--- src/rtl/regfile_wb_arbiter.sv ---
// ---------------------------------------------------------------------------
// regfile_wb_arbiter
//
// Shares the single write port of the 32x32 register bank between the ALU
// result path (requester 0) and the load path (requester 1). Each requester
// hands a write into its own one-entry holding buffer through a valid/ready
// handshake. A round-robin arbiter moves one buffered write per cycle into a
// registered output stage that drives the bank. Read-after-write hazards are
// flagged against every write still in flight (both buffers and the output
// stage).
//
// Ports
//   clk, reset              clock, asynchronous active-high reset
//   alu_valid/addr/data     requester 0 write offer
//   alu_ready               requester 0 handshake accept
//   ld_valid/addr/data      requester 1 write offer
//   ld_ready                requester 1 handshake accept
//   rf_we/waddr/wdata       registered bank write port
//   rd_addr_1, rd_addr_2    decode-stage source registers
//   raw_stall               combinational hazard flag
// ---------------------------------------------------------------------------
module regfile_wb_arbiter #(
    parameter int DATA_W = 32,
    parameter int ADDR_W = 5
) (
    input  logic              clk,
    input  logic              reset,

    input  logic              alu_valid,
    input  logic [ADDR_W-1:0] alu_addr,
    input  logic [DATA_W-1:0] alu_data,
    output logic              alu_ready,

    input  logic              ld_valid,
    input  logic [ADDR_W-1:0] ld_addr,
    input  logic [DATA_W-1:0] ld_data,
    output logic              ld_ready,

    output logic              rf_we,
    output logic [ADDR_W-1:0] rf_waddr,
    output logic [DATA_W-1:0] rf_wdata,

    input  logic [ADDR_W-1:0] rd_addr_1,
    input  logic [ADDR_W-1:0] rd_addr_2,
    output logic              raw_stall
);

    // Holding buffers
    logic              buf0_valid_q, buf0_valid_d;
    logic [ADDR_W-1:0] buf0_addr_q,  buf0_addr_d;
    logic [DATA_W-1:0] buf0_data_q,  buf0_data_d;
    logic              buf1_valid_q, buf1_valid_d;
    logic [ADDR_W-1:0] buf1_addr_q,  buf1_addr_d;
    logic [DATA_W-1:0] buf1_data_q,  buf1_data_d;

    // Round-robin pointer: 0 favours ALU, 1 favours load, when both are full
    logic              rr_ptr_q, rr_ptr_d;

    // Output stage
    logic              rf_we_q,    rf_we_d;
    logic [ADDR_W-1:0] rf_waddr_q, rf_waddr_d;
    logic [DATA_W-1:0] rf_wdata_q, rf_wdata_d;

    logic grant0, grant1;
    logic both_full;
    logic alu_zero, ld_zero;
    logic alu_take, ld_take;

    // Arbitration and handshake
    always_comb begin
        both_full = buf0_valid_q & buf1_valid_q;
        grant0    = buf0_valid_q & (~buf1_valid_q | ~rr_ptr_q);
        grant1    = buf1_valid_q & (~buf0_valid_q |  rr_ptr_q);

        // Writes to r0 are swallowed at the handshake: always ready, never stored.
        alu_zero  = (alu_addr == '0);
        ld_zero   = (ld_addr  == '0);

        alu_ready = ~buf0_valid_q | grant0 | alu_zero;
        ld_ready  = ~buf1_valid_q | grant1 | ld_zero;

        alu_take  = alu_valid & alu_ready & ~alu_zero;
        ld_take   = ld_valid  & ld_ready  & ~ld_zero;
    end

    // Next-state for buffers, pointer and output stage
    always_comb begin
        buf0_valid_d = buf0_valid_q;
        buf0_addr_d  = buf0_addr_q;
        buf0_data_d  = buf0_data_q;
        buf1_valid_d = buf1_valid_q;
        buf1_addr_d  = buf1_addr_q;
        buf1_data_d  = buf1_data_q;
        rr_ptr_d     = rr_ptr_q;
        rf_we_d      = 1'b0;
        rf_waddr_d   = rf_waddr_q;
        rf_wdata_d   = rf_wdata_q;

        // A simultaneous drain and refill keeps the buffer occupied.
        if (alu_take) begin
            buf0_valid_d = 1'b1;
            buf0_addr_d  = alu_addr;
            buf0_data_d  = alu_data;
        end else if (grant0) begin
            buf0_valid_d = 1'b0;
        end

        if (ld_take) begin
            buf1_valid_d = 1'b1;
            buf1_addr_d  = ld_addr;
            buf1_data_d  = ld_data;
        end else if (grant1) begin
            buf1_valid_d = 1'b0;
        end

        // Every cycle with both buffers full produces a grant, so toggle.
        if (both_full) begin
            rr_ptr_d = ~rr_ptr_q;
        end

        if (grant0) begin
            rf_we_d    = 1'b1;
            rf_waddr_d = buf0_addr_q;
            rf_wdata_d = buf0_data_q;
        end else if (grant1) begin
            rf_we_d    = 1'b1;
            rf_waddr_d = buf1_addr_q;
            rf_wdata_d = buf1_data_q;
        end
    end

    always_ff @(posedge clk or posedge reset) begin
        if (reset) begin
            buf0_valid_q <= 1'b0;
            buf0_addr_q  <= '0;
            buf0_data_q  <= '0;
            buf1_valid_q <= 1'b0;
            buf1_addr_q  <= '0;
            buf1_data_q  <= '0;
            rr_ptr_q     <= 1'b0;
            rf_we_q      <= 1'b0;
            rf_waddr_q   <= '0;
            rf_wdata_q   <= '0;
        end else begin
            buf0_valid_q <= buf0_valid_d;
            buf0_addr_q  <= buf0_addr_d;
            buf0_data_q  <= buf0_data_d;
            buf1_valid_q <= buf1_valid_d;
            buf1_addr_q  <= buf1_addr_d;
            buf1_data_q  <= buf1_data_d;
            rr_ptr_q     <= rr_ptr_d;
            rf_we_q      <= rf_we_d;
            rf_waddr_q   <= rf_waddr_d;
            rf_wdata_q   <= rf_wdata_d;
        end
    end

    assign rf_we    = rf_we_q;
    assign rf_waddr = rf_waddr_q;
    assign rf_wdata = rf_wdata_q;

    // Hazard detection against all in-flight writes; r0 never stalls.
    function automatic logic pending_hit(input logic [ADDR_W-1:0] a);
        logic hit;
        hit = (buf0_valid_q & (buf0_addr_q == a))
            | (buf1_valid_q & (buf1_addr_q == a))
            | (rf_we_q      & (rf_waddr_q  == a));
        return (a != '0) & hit;
    endfunction

    always_comb begin
        raw_stall = pending_hit(rd_addr_1) | pending_hit(rd_addr_2);
    end

endmodule

--- config.mk ---
export PLATFORM = sky130hd
export DESIGN_NAME = regfile_wb_arbiter
export DESIGN_NICKNAME = d
export VERILOG_FILES = /design/src/rtl/regfile_wb_arbiter.sv
export SDC_FILE = /design/constraint.sdc
export NUM_CORES = 1
export LEC_CHECK = 0
export CELL_PAD_IN_SITES_DETAIL_PLACEMENT = 0
export CELL_PAD_IN_SITES_GLOBAL_PLACEMENT = 1
export CORE_MARGIN = 2
export CORE_UTILIZATION = 40
export CTS_CLUSTER_DIAMETER = 100
export DETAILED_ROUTE_END_ITERATION = 7
export PLACE_DENSITY_LB_ADDON = 0.1
export SLEW_MARGIN = 20
export SYNTH_ARGS = -nofsm -noshare
export SYNTH_HDL_FRONTEND = slang
export SYNTH_SLANG_ARGS = --single-unit
--- constraint.sdc ---
create_clock -name clk -period 8.8 [get_ports clk]
set_input_delay 2.2 -clock clk [delete_from_list [all_inputs] [get_ports clk]]
set_output_delay 2.2 -clock clk [all_outputs]
set_load 0.005 [all_outputs]
==> results_dict.tcl, run 1 <==
set metrics [dict create \
    max_freq_ghz 0.1571 \
    vias_per_cell 5.051 \
    cp.arrival_ns 4.16 \
    clockBufferDepth 2 \
    core_mm2 0.01211 \
    mostFrequentLayoutCells "clkdlybuf4s50_1 (128), dfrtp_1 (115), nor2_1 (51)" \
    placed_area_mm2 0.006411 \
    postCtsSetupBuffers 0 \
    path_clk_slew_ns 0.05 \
    numCtsBuffers 17 \
    grt_pass1_wl_um 19450 \
    wirelength_um 12210 \
    synth_area_per_cell_um2 12.68 \
    peakVddDrop_uv 163.2 \
    cts-htree-levels 4 \
    firstDrtPassIters 5 \
    drcViolationCount 0 \
    final-hold-violation-count 0 \
    synth_cell_types 37 \
    min_path_cells 1 \
    die_h_um 116.0 \
    num_rows 40 \
    cts_resized 0 \
    finalNetCount 616 \
    cp-end-kind "output pin" \
    cts-root-buf "clkbuf_16" \
    maxCapViolCount 0 \
    preCtsSetupSlack_ns 2.436 \
    start_kind "input port" \
    synth-edff-count 0 \
    setup_slack_ns 2.436 \
    place_congestion 0.7889 \
    drv_slew 0 \
    worst_slew_pin_slew_ns 0.8041 \
    layout_commonest_cell "clkdlybuf4s50_1" \
    finalSetupTns_ns 0 \
    criticalPathCategory "input port to output pin" \
    holdCritStartpoint "buf1_data_q[7]" \
    ys.flop_type "dfrtp_1" \
    die_area_mm2 0.01347 \
    antenna_found_initial 0 \
    antenna_left 0 \
    holdBufCountCts 0 \
    dr.first_iter.drc_count 189 \
    cts_tree "yes" \
    skew_ns 0.005697 \
    ys_ff_latch 115 \
    clkSinkCount 115 \
    rsz0062_at_grt "no" \
    grt.total_usage_pct 19.46 \
    drive_above_1_share_pct 19.44 \
    setup_viol 0 \
    async_flop_share_pct 100.0 \
    reg2regPathDepth 5 \
    io_buffers 128 \
    max_slew_margin_pct 46.40 \
    power_density_mw_per_mm2 329.6 \
    syn-num-nets 484 \
    grt_overflow_total 0 \
    holdPathEnd "buf1_data_q[7]" \
    stdcell_area_mm2 0.007061 \
    cp_max_fo 4 \
    period_needed_ns 6.364 \
    syn_inst 396 \
    timing.rr.start "buf1_valid_q" \
    power_leakage_nw 2.938 \
    die_w_um 116.0 \
    grt_max_degree 65 \
    area_growth_pct 40.62 \
    synth-seq-area-share_pct 57.31 \
    r2r_slack_ns 6.10 \
    top_level_ports 129 \
    initial_core_util_pct 41.46 \
    status "completed" \
    grt_pass1_vias 3690 \
    via_count 3576 \
    wl_per_cell_um 17.25 \
    final_util_pct 58.30 \
    syn_area_mm2 0.005021 \
    clk-insertion-delay-late_ns 0.41 \
    finalPower_mw 2.327 \
    synth_warnings 0 \
    cp.required_ns 6.60 \
    dpl.hpwl_um 7900 \
    hold_path_class "flip-flop to flip-flop" \
    num_antenna_cells 0 \
    fillers 1037 \
    fin_crit_sh_pct 72.32 \
    reg2reg_to "rf_waddr[3]" \
]
-- power by group --
group          switching (mW)  total, mW  leakage [nW]  internal [mW]
Sequential              0.145      0.860          1.33          0.715
Combinational           0.298      0.717          1.29          0.419
Clock                   0.229      0.750         0.323          0.521
Total                   0.673       2.33          2.94           1.65
-- layout make-up --
cell class / instances / area (µm²) / share of cell area (%)
timing repair buffer: 133 / 1319 / 18.68
inverter: 2 / 10.01 / 0.1418
clock buffer: 21 / 470.5 / 6.663
sequential: 115 / 2878 / 40.76
tap: 168 / 210.2 / 2.977
clock inverter: 10 / 178.9 / 2.534
multi-input combinational: 259 / 1994 / 28.25
-- synth_stat cells, types with 2 or more instances --
cell type | count | area (µm²)
dfrtp_1 | 115 | 2878
nor2_1 | 51 | 191.4
mux2_2 | 47 | 529.3
nand2_1 | 30 | 112.6
o22ai_1 | 23 | 143.9
mux2_1 | 21 | 236.5
xor2_1 | 16 | 140.1
mux2i_1 | 14 | 140.1
o221a_2 | 14 | 157.7
xnor2_1 | 14 | 122.6
buf_2 | 8 | 40.04
buf_6 | 5 | 56.30
nand4_1 | 4 | 25.02
nor4_1 | 4 | 25.02
a22o_1 | 3 | 26.28
buf_4 | 3 | 22.52
nor3_1 | 3 | 15.01
clkbuf_1 | 2 | 7.510
-- cells by family (layout without fill, tap and decap cells) --
family	Yosys count	in the layout	synth area share (%)
DFF	115	115	57.31
AOI/OAI and AO/OA	48	48	7.899
buffers and inverters	22	166	3.040
muxes	82	82	18.04
xor gates and xnor gates	30	30	5.233
and+or+nand+nor	99	99	8.473
-- sequential cells by signal, indices dropped and copies added, names as in the netlist --
name and flops:
buf0_data_q 32, rf_wdata 32, rf_we 1, rf_waddr 5
buf0_valid_q 1, buf0_addr_q 5, buf1_valid_q 1, rr_ptr_q 1
buf1_addr_q 5, buf1_data_q 32
-- metrics by stage --
step | cells | hold slack (ns)
finish | 708 | 0.4899
global route | 708 | 0.5051
CTS | 708 | 0.4964
detailed placement | 677 | 0.4827
global placement | 677 | 0.4734
floorplan | 396 | 0.4646
-- routing by layer --
layer  share of wire (%)  track usage (%)
met1                  45            25.78
met2                  47            29.90
met3                 6.4            5.596
met4                 2.1            8.651
met5                   0                0
-- worst max-delay path, cell delays in order --
cell             delay (ns)
clkdlybuf4s50_1        0.51
or4_1                  0.54
nor2_1                 0.13
nor4_1                 0.07
a41oi_1                0.16
o211ai_1               0.11
clkdlybuf4s50_1        0.45
-- worst max-delay path by stage --
stage	slack [ns]	start	cells after the start	endpoint
floorplan	3.45	rd_addr_2[0]	5	raw_stall
global placement	2.44	rd_addr_2[0]	7	raw_stall
detailed placement	2.44	rd_addr_2[3]	7	raw_stall
CTS	2.42	rd_addr_2[3]	7	raw_stall
global route	2.27	rd_addr_2[0]	7	raw_stall
finish	2.44	rd_addr_2[3]	7	raw_stall
(Power assumes the default switching activity.)
==> inputs of run 2 (changes only) <==
--- a/config.mk
+++ b/config.mk
@@ -8,7 +8,7 @@
 export CELL_PAD_IN_SITES_DETAIL_PLACEMENT = 0
 export CELL_PAD_IN_SITES_GLOBAL_PLACEMENT = 1
 export CORE_MARGIN = 2
-export CORE_UTILIZATION = 40
+export CORE_UTILIZATION = 35
 export CTS_CLUSTER_DIAMETER = 100
 export DETAILED_ROUTE_END_ITERATION = 7
 export PLACE_DENSITY_LB_ADDON = 0.1
==> constraint.sdc (replaced) <==
create_clock -name clk -period 5.7 [get_ports clk]
set_input_delay 1.425 -clock clk [delete_from_list [all_inputs] [get_ports clk]]
set_output_delay 1.425 -clock clk [all_outputs]
set_load 0.005 [all_outputs]
==> run 2 against run 1 <==
  * Final area hardly changed
  * Hold slack is essentially flat
  * Sequential power up 55%
  * Non-clock buffer count did not move
  * Clock skew is essentially flat
  * Global-route usage shrank 1.7 points
  * Worst setup slack got worse by 1.6 ns
  * Sequential share of layout area is essentially flat
  * Largest cell class unchanged
  * Highest routed layer unchanged
==> results_dict.tcl, run 2 (synthesized netlist as in run 1, its figures left out) <==
set metrics [dict create \
    cp_max_fo 4 \
    area_growth_pct 40.54 \
    drive_above_1_share_pct 19.41 \
    firstDrtPassIters 4 \
    vias_per_cell 4.993 \
    grt_max_degree 89 \
    period_needed_ns 4.861 \
    num_rows 43 \
    holdBufCountCts 0 \
    layout_commonest_cell "clkdlybuf4s50_1" \
    setup_viol 0 \
    grt_pass1_vias 3831 \
    fin_crit_sh_pct 85.28 \
    postCtsSetupBuffers 0 \
    finalPower_mw 3.554 \
    clkSinkCount 115 \
    top_level_ports 129 \
    cts_tree "yes" \
    via_count 3600 \
    io_buffers 128 \
    rsz0062_at_grt "no" \
    antenna_left 0 \
    cp-end-kind "output pin" \
    criticalPathCategory "input port to output pin" \
    power_leakage_nw 2.929 \
    num_antenna_cells 0 \
    start_kind "input port" \
    dr.first_iter.drc_count 107 \
    fin_cells 721 \
    clockBufferDepth 2 \
    die_area_mm2 0.01532 \
    cts_resized 0 \
    clk-insertion-delay-late_ns 0.41 \
    die_h_um 123.8 \
    skew_ns 0.005544 \
    cp.arrival_ns 3.44 \
    grt_pass1_wl_um 20110 \
    max_slew_margin_pct 47.69 \
    cts-htree-levels 4 \
    mostFrequentLayoutCells "clkdlybuf4s50_1 (128), dfrtp_1 (115), nor2_1 (51)" \
    finalSetupTns_ns 0 \
    finalNetCount 616 \
    die_w_um 123.8 \
    worst_slew_pin_slew_ns 0.7847 \
    cp.required_ns 4.28 \
    wl_per_cell_um 17.53 \
    antenna_found_initial 0 \
    hold_path_class "flip-flop to flip-flop" \
    path_clk_slew_ns 0.05 \
    fillers 1255 \
    dp.cells 689 \
    peakVddDrop_uv 240.9 \
    max_freq_ghz 0.2057 \
    final-hold-violation-count 0 \
    core_mm2 0.01393 \
    maxCapViolCount 0 \
    status "completed" \
    dpl.hpwl_um 8229 \
    numCtsBuffers 17 \
    drv_slew 0 \
    wirelength_um 12640 \
    cts-root-buf "clkbuf_16" \
    power_density_mw_per_mm2 503.6 \
    grt_overflow_total 0 \
    initial_core_util_pct 36.03 \
    drcViolationCount 0 \
    place_congestion 0.8022 \
    grt.total_usage_pct 17.79 \
]
## run 2: cell count changes in the layout (fill, tap and decap cells not counted)
cell / change
inv_6: +1
clkbuf_1: +1
bufinv_16: -1
inv_4: -1
clkinv_2: +1
## run 2: layout make-up
type / count / area, µm² / share of cell area, %
sequential: 115 / 2878 / 40.78
multi-input combinational: 259 / 1994 / 28.26
timing repair buffer: 133 / 1319 / 18.69
clock buffer: 22 / 474.2 / 6.720
tap: 180 / 225.2 / 3.191
clock inverter: 10 / 153.9 / 2.181
inverter: 2 / 12.51 / 0.1773
## run 2: through the flow
step / area [µm²] / hold WS (ns) / setup slack [ns] / utilization [%]
after floorplan: 5021 / 0.4646 / 1.231 / -
after global placement: 6426 / 0.4739 / 0.8782 / 46.12
after detailed placement: 6426 / 0.4820 / 0.8319 / 46.12
after CTS: 7054 / 0.4944 / 0.8262 / 50.62
after global routing: 7057 / 0.5072 / 0.7434 / 50.64
final: 7057 / 0.4901 / 0.8391 / 50.64
## run 2: worst paths after layout
kind	slack (ns)	cells after the start	end	start
max in group asynchronous	3.23	3	rf_waddr[0]	reset
min in group asynchronous	1.55	2	buf0_data_q[7]	reset
hold / removal	0.49	1	buf1_data_q[12]	buf1_data_q[12]
setup reg to reg	3.06	6	buf1_data_q[28]	buf1_valid_q
setup / recovery	0.84	7	raw_stall	rd_addr_2[0]
hold reg to reg	0.49	1	buf1_data_q[12]	buf1_data_q[12]
## run 2: per-layer routing
| layer | share of wire, % | track usage, % | vias up |
|---|---|---|---|
| met5 | 0 | 0 | - |
| met4 | 1.6 | 6.889 | 0 |
| met3 | 7.0 | 6.044 | 15 |
| met2 | 49 | 29.40 | 108 |
| met1 | 43 | 21.42 | 1797 |
| li1 | - | - | 1680 |
## run 2: worst max-delay path, cell delays in order
cell	delay [ns]
clkdlybuf4s50_1	0.51
or4_1	0.55
nor2_1	0.13
nor4_1	0.08
a41oi_1	0.17
o211ai_1	0.11
clkdlybuf4s50_1	0.46
## run 2: power breakdown
group          internal (mW)  switching (mW)  total, mW
Sequential              1.10           0.226       1.33
Clock                  0.762           0.355       1.12
Combinational          0.647           0.460       1.11
Total                   2.51            1.04       3.55
==> inputs of run 3 (changes only) <==
--- a/config.mk
+++ b/config.mk
@@ -10,6 +10,7 @@
 export CORE_MARGIN = 2
 export CORE_UTILIZATION = 35
 export CTS_CLUSTER_DIAMETER = 100
+export CTS_CLUSTER_SIZE = 24
 export DETAILED_ROUTE_END_ITERATION = 7
 export PLACE_DENSITY_LB_ADDON = 0.1
 export SLEW_MARGIN = 20
==> results of run 3 <==
Same layout as run 2: the final DEF is identical, and so are final timing and power.
